`src/rtl/mem_access_unit.sv`:
```
// MEM-stage data-bus master: turns one lw/sw per MEM instruction into a single
// req/addr_ok/data_ok transaction, stalling MEM until it finishes.
//
// Ports:
//   clk, resetn        clock, synchronous active-low reset
//   mem_read_enM       load in MEM
//   mem_write_enM      store in MEM (read wins if both set)
//   flushM             cancel MEM instruction (only honoured in IDLE)
//   stall_other        pipeline held by another stage
//   addrM, write_dataM effective address / store data
//   read_dataM         load result, valid and held in DONE
//   stallM             MEM not finished (combinational)
//   addr_errM          misaligned word access (combinational)
//   data_req/wr/addr/wdata/wstrb   bus request side
//   data_addr_ok/data_data_ok/data_rdata  bus response side
module mem_access_unit #(
  parameter int ADDR_W = 32,
  parameter int DATA_W = 32
) (
  input  logic              clk,
  input  logic              resetn,
  input  logic              mem_read_enM,
  input  logic              mem_write_enM,
  input  logic              flushM,
  input  logic              stall_other,
  input  logic [ADDR_W-1:0] addrM,
  input  logic [DATA_W-1:0] write_dataM,
  output logic [DATA_W-1:0] read_dataM,
  output logic              stallM,
  output logic              addr_errM,
  output logic              data_req,
  output logic              data_wr,
  output logic [ADDR_W-1:0] data_addr,
  output logic [DATA_W-1:0] data_wdata,
  output logic [3:0]        data_wstrb,
  input  logic              data_addr_ok,
  input  logic              data_data_ok,
  input  logic [DATA_W-1:0] data_rdata
);

  typedef enum logic [1:0] {
    IDLE = 2'd0,
    REQ  = 2'd1,
    WAIT = 2'd2,
    DONE = 2'd3
  } state_t;

  state_t state;
  state_t state_n;

  logic [ADDR_W-1:0] addr_q;
  logic [DATA_W-1:0] wdata_q;
  logic              wr_q;
  logic [DATA_W-1:0] rdata_q;

  logic mem_en;
  logic access;
  logic latch_en;
  logic cap_en;

  assign mem_en    = mem_read_enM | mem_write_enM;
  assign addr_errM = mem_en & (addrM[1:0] != 2'b00);
  assign access    = mem_en & ~addr_errM & ~flushM;

  always_ff @(posedge clk) begin
    if (!resetn) begin
      state <= IDLE;
    end else begin
      state <= state_n;
    end
  end

  always_ff @(posedge clk) begin
    if (!resetn) begin
      addr_q  <= '0;
      wdata_q <= '0;
      wr_q    <= 1'b0;
      rdata_q <= '0;
    end else begin
      if (latch_en) begin
        addr_q  <= addrM;
        wdata_q <= write_dataM;
        // a load with both enables set is treated as a load
        wr_q    <= mem_write_enM & ~mem_read_enM;
      end
      if (cap_en) begin
        rdata_q <= data_rdata;
      end
    end
  end

  always_comb begin
    state_n  = state;
    latch_en = 1'b0;
    cap_en   = 1'b0;
    data_req = 1'b0;
    stallM   = 1'b0;
    unique case (state)
      IDLE: begin
        if (access) begin
          latch_en = 1'b1;
          stallM   = 1'b1;
          state_n  = REQ;
        end
      end
      REQ: begin
        // request stays up until accepted; data_ok before
        // acceptance is meaningless and ignored
        data_req = 1'b1;
        stallM   = 1'b1;
        if (data_addr_ok) begin
          if (data_data_ok) begin
            cap_en  = ~wr_q;
            state_n = DONE;
          end else begin
            state_n = WAIT;
          end
        end
      end
      WAIT: begin
        stallM = 1'b1;
        if (data_data_ok) begin
          cap_en  = ~wr_q;
          state_n = DONE;
        end
      end
      DONE: begin
        // enables still asserted here belong to the finished
        // instruction, so no new request until MEM advances
        if (!stall_other) begin
          state_n = IDLE;
        end
      end
      default: begin
        state_n = IDLE;
      end
    endcase
  end

  assign read_dataM = rdata_q;
  assign data_wr    = wr_q;
  assign data_addr  = addr_q;
  assign data_wdata = wdata_q;
  assign data_wstrb = {4{wr_q}};

endmodule

```
`config.mk`:
```
export PLATFORM = sky130hd
export DESIGN_NAME = mem_access_unit
export DESIGN_NICKNAME = d
export VERILOG_FILES = /design/src/rtl/mem_access_unit.sv
export SDC_FILE = /design/constraint.sdc
export NUM_CORES = 1
export LEC_CHECK = 0
export ABC_CLOCK_PERIOD_IN_PS = 1700
export CORE_UTILIZATION = 36
export CTS_BUF_LIST = sky130_fd_sc_hd__clkbuf_16
export CTS_CLUSTER_SIZE = 28
export DETAILED_ROUTE_END_ITERATION = 12
export PLACE_DENSITY = 0.76
export SYNTH_ARGS = -nofsm -noshare
export SYNTH_HDL_FRONTEND = slang
export SYNTH_SLANG_ARGS = --single-unit
export TNS_END_PERCENT = 1
```
`constraint.sdc`:
```
create_clock -name clk -period 1.7 [get_ports clk]
set_input_delay 0.34 -clock clk [delete_from_list [all_inputs] [get_ports clk]]
set_output_delay 0.34 -clock clk [all_outputs]
set_load 0.005 [all_outputs]
```
==> run summary <==
=========================================================================================
Run status                                                                   finished clean
Cell with the most instances after synthesis                                      nand2_1
Max frequency                                                                     609 MHz
Final Cycle Share                                                                   96.7%
Cell area power density                                                       845 mW/mm^2
Hold wc startpoint                                                           mem_read_enM
Flip-flop and latch count after synthesis                                              99
Wire length of the first global-routing pass                                      16.8 mm
Effective utilization at floorplan                                                  37.6%
Max Clock Skew                                                                 0.00599 ns
Fraction of layout instances using a drive strength above 1                         17.3%
Antenna violations before repair                                                        0
Port Buffer Count                                                                     207
Syn_nets                                                                              564
P&R area growth vs syn                                                              61.8%
Count of buffer and inverter cells on the critical path                                 3
Data arrival time at the worst-slack endpoint                                     1.30 ns
Most area-consuming cells after synthesis                                    dfxtp_1 (48%), nand2_1 (18%), a21boi_2 (16%), a21boi_1 (5.6%), buf_8 (2.2%)
Type of element capturing the critical path                                  primary output
Diode insertion count for antenna repair                                                0
Hold-fix buffers at CTS                                                                 0
Proportion of register bits with asynchronous set or reset after synthesis             0%
Critical-path maximum fanout                                                            4
Number of stages on the worst hold path                                                 3
Per-cell via count in the routed design                                              4.56
Number of core rows                                                                    38
CORE AREA                                                                     0.0110 mm^2
Least-Margin Pin Slew                                                            0.474 ns
Fill cells                                                                            945
Vertical extent of the die                                                         109 um
Remaining global-route overflow                                                         0
Placed cell area                                                             0.00632 mm^2
Final setup violating endpoints                                                         0
Path depth of the worst reg2reg path                                                    9
H-Tree Depth                                                                            3
Cell type with the highest aggregate area in the netlist                          dfxtp_1
Final weighted congestion in routability-driven placement                           0.724
Synthesized cell area                                                        0.00415 mm^2
Number of vias in the routed layout                                                 3,660
Count of mapped cells out of synthesis                                                454
Type of the worst setup path                                                      reg2out
Most common flop cell mapped by yosys                                             dfxtp_1
Reported leakage power                                                            2.32 nW
Per-cell routed wire length                                                       14.0 um
Slowest stage cell on the critical path                                           dfxtp_2
TritonCTS buffer count                                                                  9
Final standard cell area without fillers                                     0.00672 mm^2
Number of violations reported at the end of detailed-routing iteration 0              149
Total Die Area                                                                0.0120 mm^2
Synthesis Warnings                                                                      0
Length of the first detailed-routing pass in iterations                                 4
Post-DRT Antenna Nets                                                                   0
Post-detailed-route DRC marker count                                                    0
VDD IR-drop max                                                                    566 uV
Final worst path period need                                                      1.64 ns
CTS clk-pin slew, worst paths                                                     0.06 ns
Largest buffer count on any clock path                                                  2
Clock root cell                                                                 clkbuf_16
Beginning of the worst register-to-register path                                 state[0]
Worst min-delay path class                                                         in2reg
Clock latency of the later-clocked register in the worst-skew pair                0.34 ns
CTS sink cnt                                                                           99
Synth top area share                                                                47.7%
Register-to-register setup slack                                                  0.08 ns
Clock tree from TritonCTS                                                            done
Ports                                                                                 208
Die W                                                                              109 um
WL final                                                                          11.2 mm
Hold Worst Slack                                                                 0.320 ns
Overall fraction of global-route tracks in use                                      18.3%
Commonest cells post-synth                                                   nand2_1 (194), dfxtp_1 (99), a21boi_2 (59)
Nature of the critical path startpoint                                          flip-flop
Delay of the slowest cell on the worst path                                       0.33 ns
Top cell family by delay on the critical path                                buffers and inverters
Slew Limit Headroom                                                                 68.4%
Required time of the critical path                                                1.36 ns
Post-synth cell types                                                                  27
Count of final max-slew check failures                                                  0
Sum of net half-perimeters after detailed placement                               7.96 mm
Largest net degree at the start of global routing                                      64
Mean instance size in the synthesized netlist                                   9.14 um^2
Final net count                                                                       770
Destination of the worst register-to-register timing path                    read_dataM[18]
Number of global-route vias before repair                                           3,478
Count of flip-flops with a built-in enable after synthesis                              0
Max Cap Viol                                                                            0
Sequential cell area fraction in the yosys report                                   47.7%
Setup repair after global routing missed its margin                                  true
Hold violation total from the final report                                              0
Chain of cells forming the critical path                                     inv_2 > buf_4 > ha_4 > dlygate4sd2_1
Hold Path Sink                                                                    data_wr
=========================================================================================
[sequential cells by signal, indices dropped and copies added (netlist names)]
signal	count
data_addr	32
data_wr	1
read_dataM	32
data_wdata	32
state	2
[stage by stage]
| step | utilization, % | std cells | worst slack (ns) | power [mW] | TNS, ns |
|---|---|---|---|---|---|
| finish | 60.9 | 803 | 0.0567 | 5.67 | 0 |
| detailed placement | 57.3 | 783 | -0.497 | 3.71 | -30.50 |
| floorplan | - | 454 | 0.0439 | 3.06 | 0 |
| global placement | 57.3 | 783 | -0.487 | 3.68 | -26.56 |
| CTS | 59.8 | 797 | -0.152 | 5.64 | -0.735 |
| global route | 60.9 | 803 | -0.0318 | 5.97 | -0.0662 |
[placed cells by master (no fill, tap or decap), types with 3 or more instances in the layout]
cell and count:
clkinv_1 3, buf_12 4, clkdlybuf4s50_1 198, a21boi_1 31, a21boi_0 3, ha_1 4
dfxtp_1 96, dlygate4sd2_1 4, buf_4 17, a21boi_2 61, clkbuf_16 10, nand2_1 193
[kinds of logic (layout without fill, tap and decap cells)]
kind of cell | after synthesis | count (layout) | synth area share (%)
flip-flops | 99 | 99 | 47.7
adder cells (fa/ha/maj) | 6 | 6 | 1.81
AND/OR/NAND/NOR | 206 | 206 | 19.7
buffers and inverters | 40 | 249 | 6.69
AO/OA/AOI/OAI | 101 | 101 | 23.6
multiplexers | 2 | 2 | 0.482
[worst max path at each step]
| stage | cells after the start | slack (ns) | end | startpoint |
|---|---|---|---|---|
| 2_1_floorplan | 8 | 0.04 | read_dataM[10] | state[0] |
| 3_3_place_gp | 6 | -0.49 | stallM | addrM[0] |
| 3_5_place_dp | 6 | -0.50 | data_addr[12] | addrM[0] |
| 4_1_cts | 6 | -0.15 | stallM | mem_read_enM |
| 5_1_grt | 6 | -0.03 | stallM | state[1] |
| 6_report | 4 | 0.06 | data_req | state[1] |
[worst reg2reg max path, delay by kind of cell (launching register included)]
family                     cells  cell delay (ns)
buffers and inverters          4             0.48
and+or+nand+nor                3             0.32
DFF                            1             0.34
adders and majority gates      1             0.28
AOI/OAI and AO/OA              1             0.14
[metal layers]
layer | wire, um | up-vias | part of all wire (%) | GRT usage, %
met3 | 967 | 17 | 8.6 | 5.87
li1 | - | 1867 | - | -
met4 | 237 | 0 | 2.1 | 8.57
met1 | 4570 | 1648 | 41 | 20.3
met2 | 5460 | 128 | 49 | 31.7
met5 | 0 | - | 0 | 0
[final cells by class]
type	instances	area (um^2)	area share, %
sequential	99	1990	29.6
tap	140	175	2.61
inverter	4	15.0	0.224
clock buffer	9	225	3.35
multi-input combinational	315	1950	29.0
clock inverter	5	46.3	0.689
timing repair buffer	231	2320	34.5
[what timing repair did]
action / CTS / global route
pin swaps: 1 / 3
cloned: 0 / 1
buffers inserted: 0 / 5
endpoints found under the setup margin: 72 / 103
resized for setup: 13 / 20
[report_power, final]
part	switching, mW	internal [mW]
registers	0.0579	2.43
logic	0.515	0.753
clock network	0.807	1.11
Note: power is estimated with default switching activity, not from simulation.
